## src/rtl/rv_fifo_if.sv

```systemverilog
// Ready/valid FIFO bus bundle: upstream push handshake, downstream pop
// handshake and the occupancy count.
//   master : drives in_valid/in_data/out_ready, observes the rest
//   slave  : the FIFO side, drives in_ready/out_valid/out_data/count
interface rv_fifo_if #(
  parameter int unsigned WIDTH = 8,
  parameter int unsigned DEPTH = 4
);
  localparam int unsigned CNT_W = $clog2(DEPTH + 1);

  logic             in_valid;
  logic             in_ready;
  logic [WIDTH-1:0] in_data;
  logic             out_valid;
  logic             out_ready;
  logic [WIDTH-1:0] out_data;
  logic [CNT_W-1:0] count;

  modport master (
    output in_valid, in_data, out_ready,
    input  in_ready, out_valid, out_data, count
  );

  modport slave (
    input  in_valid, in_data, out_ready,
    output in_ready, out_valid, out_data, count
  );
endinterface

```

## src/rtl/rv_fifo.sv

```systemverilog
// Parameterized ready/valid FIFO, DEPTH entries of WIDTH bits.
// in_ready and out_valid decode the registered count only, so there is no
// combinational path between the upstream and downstream handshakes.
// Ports:
//   clk  - clock, all state updates on posedge
//   rst  - synchronous active-high reset
//   bus  - rv_fifo_if.slave: in_valid/in_ready/in_data, out_valid/out_ready/
//          out_data, count
module rv_fifo #(
  parameter int unsigned WIDTH = 8,
  parameter int unsigned DEPTH = 4
) (
  input  logic        clk,
  input  logic        rst,
  rv_fifo_if.slave    bus
);
  localparam int unsigned PTR_W = (DEPTH > 1) ? $clog2(DEPTH) : 1;
  localparam int unsigned CNT_W = $clog2(DEPTH + 1);

  logic [WIDTH-1:0] mem_q [DEPTH];
  logic [PTR_W-1:0] wr_ptr_q, wr_ptr_d;
  logic [PTR_W-1:0] rd_ptr_q, rd_ptr_d;
  logic [CNT_W-1:0] count_q, count_d;
  logic             full_c, empty_c;
  logic             push_c, pop_c;

  // Handshake qualification from registered occupancy only
  assign full_c  = (count_q == CNT_W'(DEPTH));
  assign empty_c = (count_q == '0);
  assign push_c  = bus.in_valid & ~full_c;
  assign pop_c   = bus.out_ready & ~empty_c;

  assign bus.in_ready  = ~full_c;
  assign bus.out_valid = ~empty_c;
  assign bus.out_data  = mem_q[rd_ptr_q];
  assign bus.count     = count_q;

  // Next-state: explicit wrap compare supports non-power-of-two DEPTH
  always_comb begin
    wr_ptr_d = wr_ptr_q;
    rd_ptr_d = rd_ptr_q;
    count_d  = count_q;
    if (push_c) begin
      wr_ptr_d = (wr_ptr_q == PTR_W'(DEPTH - 1)) ? '0 : wr_ptr_q + PTR_W'(1);
    end
    if (pop_c) begin
      rd_ptr_d = (rd_ptr_q == PTR_W'(DEPTH - 1)) ? '0 : rd_ptr_q + PTR_W'(1);
    end
    if (push_c && !pop_c) begin
      count_d = count_q + CNT_W'(1);
    end else if (pop_c && !push_c) begin
      count_d = count_q - CNT_W'(1);
    end
  end

  // Control state
  always_ff @(posedge clk) begin
    if (rst) begin
      wr_ptr_q <= '0;
      rd_ptr_q <= '0;
      count_q  <= '0;
    end else begin
      wr_ptr_q <= wr_ptr_d;
      rd_ptr_q <= rd_ptr_d;
      count_q  <= count_d;
    end
  end

  // Storage, not reset; reset suppresses the write so nothing is captured
  always_ff @(posedge clk) begin
    if (!rst && push_c) begin
      mem_q[wr_ptr_q] <= bus.in_data;
    end
  end
endmodule
```

## src/flat_wrapper.sv

```systemverilog
// flat-port wrapper written by rule: the top's interface ports become plain ports
module rv_fifo_flat 
#(
  parameter int unsigned WIDTH = 8,
  parameter int unsigned DEPTH = 4
)
  (clk, rst, bus_in_valid, bus_in_data, bus_out_ready, bus_in_ready, bus_out_valid, bus_out_data, bus_count);
  rv_fifo_if #(.WIDTH(WIDTH), .DEPTH(DEPTH)) bus_i ();
  input  logic clk;
  input  logic rst;
  input wire logic [$bits(bus_i.in_valid)-1:0] bus_in_valid;
  input wire logic [$bits(bus_i.in_data)-1:0] bus_in_data;
  input wire logic [$bits(bus_i.out_ready)-1:0] bus_out_ready;
  output wire logic [$bits(bus_i.in_ready)-1:0] bus_in_ready;
  output wire logic [$bits(bus_i.out_valid)-1:0] bus_out_valid;
  output wire logic [$bits(bus_i.out_data)-1:0] bus_out_data;
  output wire logic [$bits(bus_i.count)-1:0] bus_count;
  assign bus_i.in_valid = bus_in_valid;
  assign bus_i.in_data = bus_in_data;
  assign bus_i.out_ready = bus_out_ready;
  assign bus_in_ready = bus_i.in_ready;
  assign bus_out_valid = bus_i.out_valid;
  assign bus_out_data = bus_i.out_data;
  assign bus_count = bus_i.count;
  rv_fifo #(.WIDTH(WIDTH), .DEPTH(DEPTH)) u_core (.clk(clk), .rst(rst), .bus(bus_i));
endmodule
```

## config.mk

```make
export PLATFORM = sky130hd
export DESIGN_NAME = rv_fifo_flat
export DESIGN_NICKNAME = d
export VERILOG_FILES = /design/src/rtl/rv_fifo_if.sv /design/src/rtl/rv_fifo.sv /design/src/flat_wrapper.sv
export SDC_FILE = /design/constraint.sdc
export NUM_CORES = 1
export LEC_CHECK = 0
export ABC_AREA = 0
export CELL_PAD_IN_SITES_DETAIL_PLACEMENT = 0
export CELL_PAD_IN_SITES_GLOBAL_PLACEMENT = 1
export CORE_MARGIN = 3
export CORE_UTILIZATION = 44
export CTS_CLUSTER_DIAMETER = 100
export CTS_CLUSTER_SIZE = 14
export DETAILED_ROUTE_END_ITERATION = 8
export GPL_TIMING_DRIVEN = 1
export HOLD_SLACK_MARGIN = 0.03
export PLACE_DENSITY_LB_ADDON = 0.1
export SLEW_MARGIN = 0
export SYNTH_ARGS = -nofsm -noshare
export SYNTH_HDL_FRONTEND = slang
export SYNTH_SLANG_ARGS = --single-unit
```

## constraint.sdc

```tcl
create_clock -name clk -period 3.3 [get_ports clk]
set_input_delay 0.99 -clock clk [delete_from_list [all_inputs] [get_ports clk]]
set_output_delay 0.99 -clock clk [all_outputs]
set_load 0.02 [all_outputs]
```

* After elaboration in Yosys (flattened, before gate mapping)
Memory sizes are Yosys's and may differ from the RTL's. A register that Yosys moved wholly into a read port is not among the register bits.
Cells that the tools add are included.
** Word-level totals
- Register bits :: 7
- Word-level logic and storage cells :: 31
- Bits in latches :: 0
- Bits in read-only memories :: 0
- Memories kept :: 1
- Bits of input ports :: 12
- Output and inout bits :: 13
- Memory bits (writable) :: 32
** Operators by class
- Multiplexer cells :: 8
- Bitwise gates (word level) :: 4
- Div/mod/pow operators :: 0
- Equal/unequal tests :: 3
- Shift operators :: 0
- Magnitude comparators :: 0
- Reduce and logical (&&, ||, !) cells :: 8
- Multiply operators :: 0
- $add $sub $neg :: 4
** Memory list
- u_core.mem_q :: depth 4, bits a word 8, rd ports 1, clocked after memory_dff 1, wr ports 1, RTL line rv_fifo.sv:20 : logic [WIDTH-1:0] mem_q [DEPTH];
** Operators with widths (count)
- two-way mux 2 bit :: 4
- two-way mux 3 bit :: 2
- adder 2 x 1 -> 2 bit, second input constant :: 2
- == test 2 bit, second input constant :: 2
- adder 3 x 1 -> 3 bit, second input constant :: 1
- == test 3 bit, second input constant :: 1
- logical AND 1 bit :: 3
- zero test 1 bit :: 3
- zero test 3 bit :: 1
- subtractor 3 x 1 -> 3 bit, second input constant :: 1
- bitwise AND 1 bit :: 2
- two-way mux 1 bit :: 2
- inverter 1 bit :: 2
- nonzero test 2 bit :: 1

* Longest topological paths before layout
- Depth in word-level cells :: 7
- Depth in mapped cells :: 9
- Mapped depth without buffers :: 9

* Worst setup path before layout
No wires, ideal clock.
- Kind :: input to register
- From :: input port bus_out_ready
- To :: register u_core.count_q[2] (netlist: u_core.bus.count[2])
- Buffers on the path :: 0
- Data required time :: 3229 ps
- Path slack :: 951 ps
- Library setup time :: 71 ps
- Data arrival time :: 2278 ps
- Cell stages on the path :: 7
- Cell sequence :: o31ai_2 -> ha_1 -> inv_1 -> fa_1 -> xor2_1 -> or3_1 -> a21oi_1
** Between the ends
- Longest elaborated chain between the ends :: 4
- Elaborated cells on any way between the ends :: 6
- Classes of those cells :: mux (1); bitwise (1); reduce/logical (4)
** Ends and longest elaborated chain
- start, declared :: RTL line flat_wrapper.sv:13 : input wire logic [$bits(bus_i.out_ready)-1:0] bus_out_ready;
- bitwise AND 1 bit (*) :: RTL line rv_fifo.sv:31 : assign pop_c = bus.out_ready & ~empty_c;
- zero test 1 bit :: RTL line rv_fifo.sv:49 : if (push_c && !pop_c) begin
- logical AND 1 bit :: RTL line rv_fifo.sv:49
- two-way mux 3 bit or nonzero test 2 bit (tied branches)
- end signal, assigned :: RTL line rv_fifo.sv:65 : count_q <= count_d;
- end, declared :: RTL line rv_fifo.sv:23 : logic [CNT_W-1:0] count_q, count_d;
Every way passes the cells marked *; elsewhere a longest branch is shown, timed or not.
A chain may end at the register's enable or synchronous reset.

==> impl_metrics.tcl <==
set metrics [dict create \
    status "finished, final reports clean" \
    crit_type "flip-flop to primary output" \
    synth_flop_cell "edfxtp_1" \
    drtIter0Drc 34 \
    die_h_um 67.1 \
    wirelength_mm 2.49 \
    synth_xor_area_share_pct 1.07 \
    ys_ff_latch 41 \
    htreeDepth 2 \
    reg2reg_slack_ns 1.19 \
    holdCritPathClass "flip-flop to flip-flop" \
    finalClockSkew_ns 0.00512 \
    reg2reg_to "u_core.bus.count[2]$_SDFFE_PP0P_" \
    synth_top_family_by_area "multiplexers" \
    drt-pass1-iter-count 2 \
    grt_antenna_before_repair 0 \
    synthesis.area_mm2 0.00164 \
    tns_ns 0 \
    synth-seq-area-share_pct 69.6 \
    arrival_ns 1.88 \
    drive_above_1_share_pct 20.2 \
    finish.utilization_pct 59.8 \
    drv_cap 0 \
    via_per_inst 5.06 \
    cts_hold_buf 0 \
    io_buffers 24 \
    place_inst 162 \
    postSynth.asyncResetShare_pct 0 \
    synth_nets 109 \
    num_rows 21 \
    n_fill_cell 271 \
    muxShareOfSynthArea_pct 12.8 \
    p_leak_nw 0.726 \
    cts-resized-gates 0 \
    synthSimpleGateAreaFrac_pct 6.64 \
    post-route-drc-count 0 \
    clockRootBuffer "clkbuf_8" \
    setup_viol 0 \
    cts_tree "built" \
    grt_pass1_wl_mm 4.04 \
    clock_sinks 41 \
    cts.clk_slew.worst_paths_ns 0.07 \
    place_hpwl_mm 1.68 \
    core-area_mm2 0.00347 \
    postRouteAntennaNets 0 \
    worstSkewPairLatency_ns 0.29 \
    numCtsBuffers 5 \
    reg2reg_depth 7 \
    cp-start-kind "flip-flop" \
    cp_max_fo 8 \
    maxSlewHeadroom_pct 70.8 \
    synth-compound-area-share_pct 2.44 \
    overflow 0 \
    p_int_w 0.00109 \
    crit_end "bus_out_data[5]" \
    period_minus_slack_ns 2.87 \
    clock_path_buffers 2 \
    fin_area_mm2 0.00207 \
    hold_viol 0 \
    die_w_um 67.1 \
    area_delta_synth_final_pct 26.5 \
    track_usage_pct 13.2 \
    io_pins 25 \
    r2r_start "u_core.bus.count[0]$_SDFFE_PP0P_" \
    crit_required_ns 2.31 \
    synth_edf_count 32 \
    die_area_mm2 0.00450 \
    initial_core_util_pct 47.3 \
    tightest_slew_ns 0.436 \
    power.density_mw_per_mm2 740 \
    crit_path_end_kind "primary output" \
    grt_pass1_vias 852 \
    rsz0062_at_grt "no" \
    cts_setup_buffers 0 \
    period_share_pct 86.9 \
    gp_congestion 0.712 \
    syn_area_per_cell_um2 18.2 \
    yosysWarnings 0 \
    combPwrFrac_pct 32.3 \
    grt_max_degree 14 \
    wire_per_inst_um 14.6 \
    power_switching_w 0.000442 \
    final_nets 142 \
    finalMaxSlewViolations 0 \
    place_area_mm2 0.00196 \
    power.share.sequential_pct 43.4 \
    fmax_mhz 349 \
    power_w 0.00153 \
    clkPwrFrac_pct 24.3 \
    synth_fa_ha_area_share_pct 5.80 \
    ir_drop_v 0.000476 \
    postSynthCellCount 90 \
    via_count 861 \
    p_sw_share_pct 28.8 \
    final_cells 170 \
    num_antenna_cells 0 \
    ys_types 24 \
]
[worst max-delay path: stages, from the launching register on]
cell and delay, ns:
dfxtp_1 0.31, buf_4 0.20, mux4_2 0.53, clkdlybuf4s50_1 0.55
[power by group through the flow]
stage	Sequential (W)	Clock (W)	Combinational [W]
finish	0.000665	0.000374	0.000495
global route	0.000675	0.000404	0.000546
CTS	0.000668	0.000381	0.000505
detailed placement	0.000678	0	0.000500
global placement	0.000676	0	0.000501
floorplan	0.000683	0	0.000301
[layer usage]
metal,vias to the layer above,global-route usage (%),wire (µm)
li1,412,-,-
met1,419,13.8,1020
met2,23,22.1,1250
met3,7,5.90,164
met4,0,6.84,51
met5,-,0,0
[worst min path at each step]
stage | start | end | slack (ns) | cells after the start
2_1_floorplan | u_core.rd_ptr_q[0]$_SDFFE_PP0P_ | flip-flop | 0.46 | 2
3_3_place_gp | u_core.rd_ptr_q[0]$_SDFFE_PP0P_ | u_core.rd_ptr_q[0]$_SDFFE_PP0P_ | 0.49 | 2
3_5_place_dp | u_core.rd_ptr_q[0]$_SDFFE_PP0P_ | flip-flop | 0.49 | 2
4_1_cts | u_core.rd_ptr_q[0]$_SDFFE_PP0P_ | flip-flop | 0.51 | 2
5_1_grt | u_core.wr_ptr_q[1]$_SDFFE_PP0P_ | u_core.wr_ptr_q[1]$_SDFFE_PP0P_ | 0.55 | 2
6_report | u_core.rd_ptr_q[0]$_SDFFE_PP0P_ | flip-flop | 0.51 | 2
[metrics by stage]
stage	worst slack, ns	hold WS, ns
after floorplan	0.951	0.463
after global placement	0.385	0.486
after detailed placement	0.335	0.489
after CTS	0.406	0.507
after global routing	0.324	0.549
final	0.434	0.512
[flip-flops by register name (all words and copies together), names as in the netlist, named ones only]
register,count
u_core.rd_ptr_q,2
u_core.mem_q,32
u_core.wr_ptr_q,2
u_core.bus.count,3
[cell families (layout without fill, tap and decap cells)]
| group | count (synthesis) | count (layout) |
|---|---|---|
| AO/OA/AOI/OAI | 5 | 5 |
| XOR/XNOR | 2 | 2 |
| adder cells (fa/ha/maj) | 7 | 7 |
| buffers and inverters | 7 | 41 |
| flip-flops | 41 | 41 |
| multiplexers | 11 | 11 |
| AND/OR/NAND/NOR | 17 | 17 |
[cells in the final DEF, fill, tap and decap left out, drive strengths merged]
cell	count
fa	1
dfxtp	9
ha	6
nor3	1
or3	3
a21oi	2
or3b	1
xor2	2
o31ai	2
nand3	1
o21ai	1
nand2	2
nand2b	2
nor2	3
mux4	8
clkbuf	8
buf	5
edfxtp	32
mux2i	3
nor3b	4
clkdlybuf4s50	24
inv	4
[layout make-up]
class,instances,area [µm²],share of cell area (%)
Tap cell,46,57.6,2.77
Inverter,4,15.0,0.724
Timing Repair Buffer,29,278,13.4
Clock buffer,8,111,5.37
Sequential cell,41,1140,55.0
Multi-Input combinational cell,42,472,22.7
[synthesized netlist by cell type (2+ instances only)]
cell	n	area (µm²)
edfxtp_1	32	961
inv_1	3	11.3
nor3b_1	4	30.0
nor2_1	3	11.3
mux4_2	8	180
or3_1	3	18.8
a21oi_1	2	10.0
o31ai_2	2	25.0
dfxtp_1	9	180
xor2_1	2	17.5
ha_1	6	75.1
mux2i_1	3	30.0
nand2b_1	2	12.5
No activity file was read; power rests on OpenSTA's default activity.
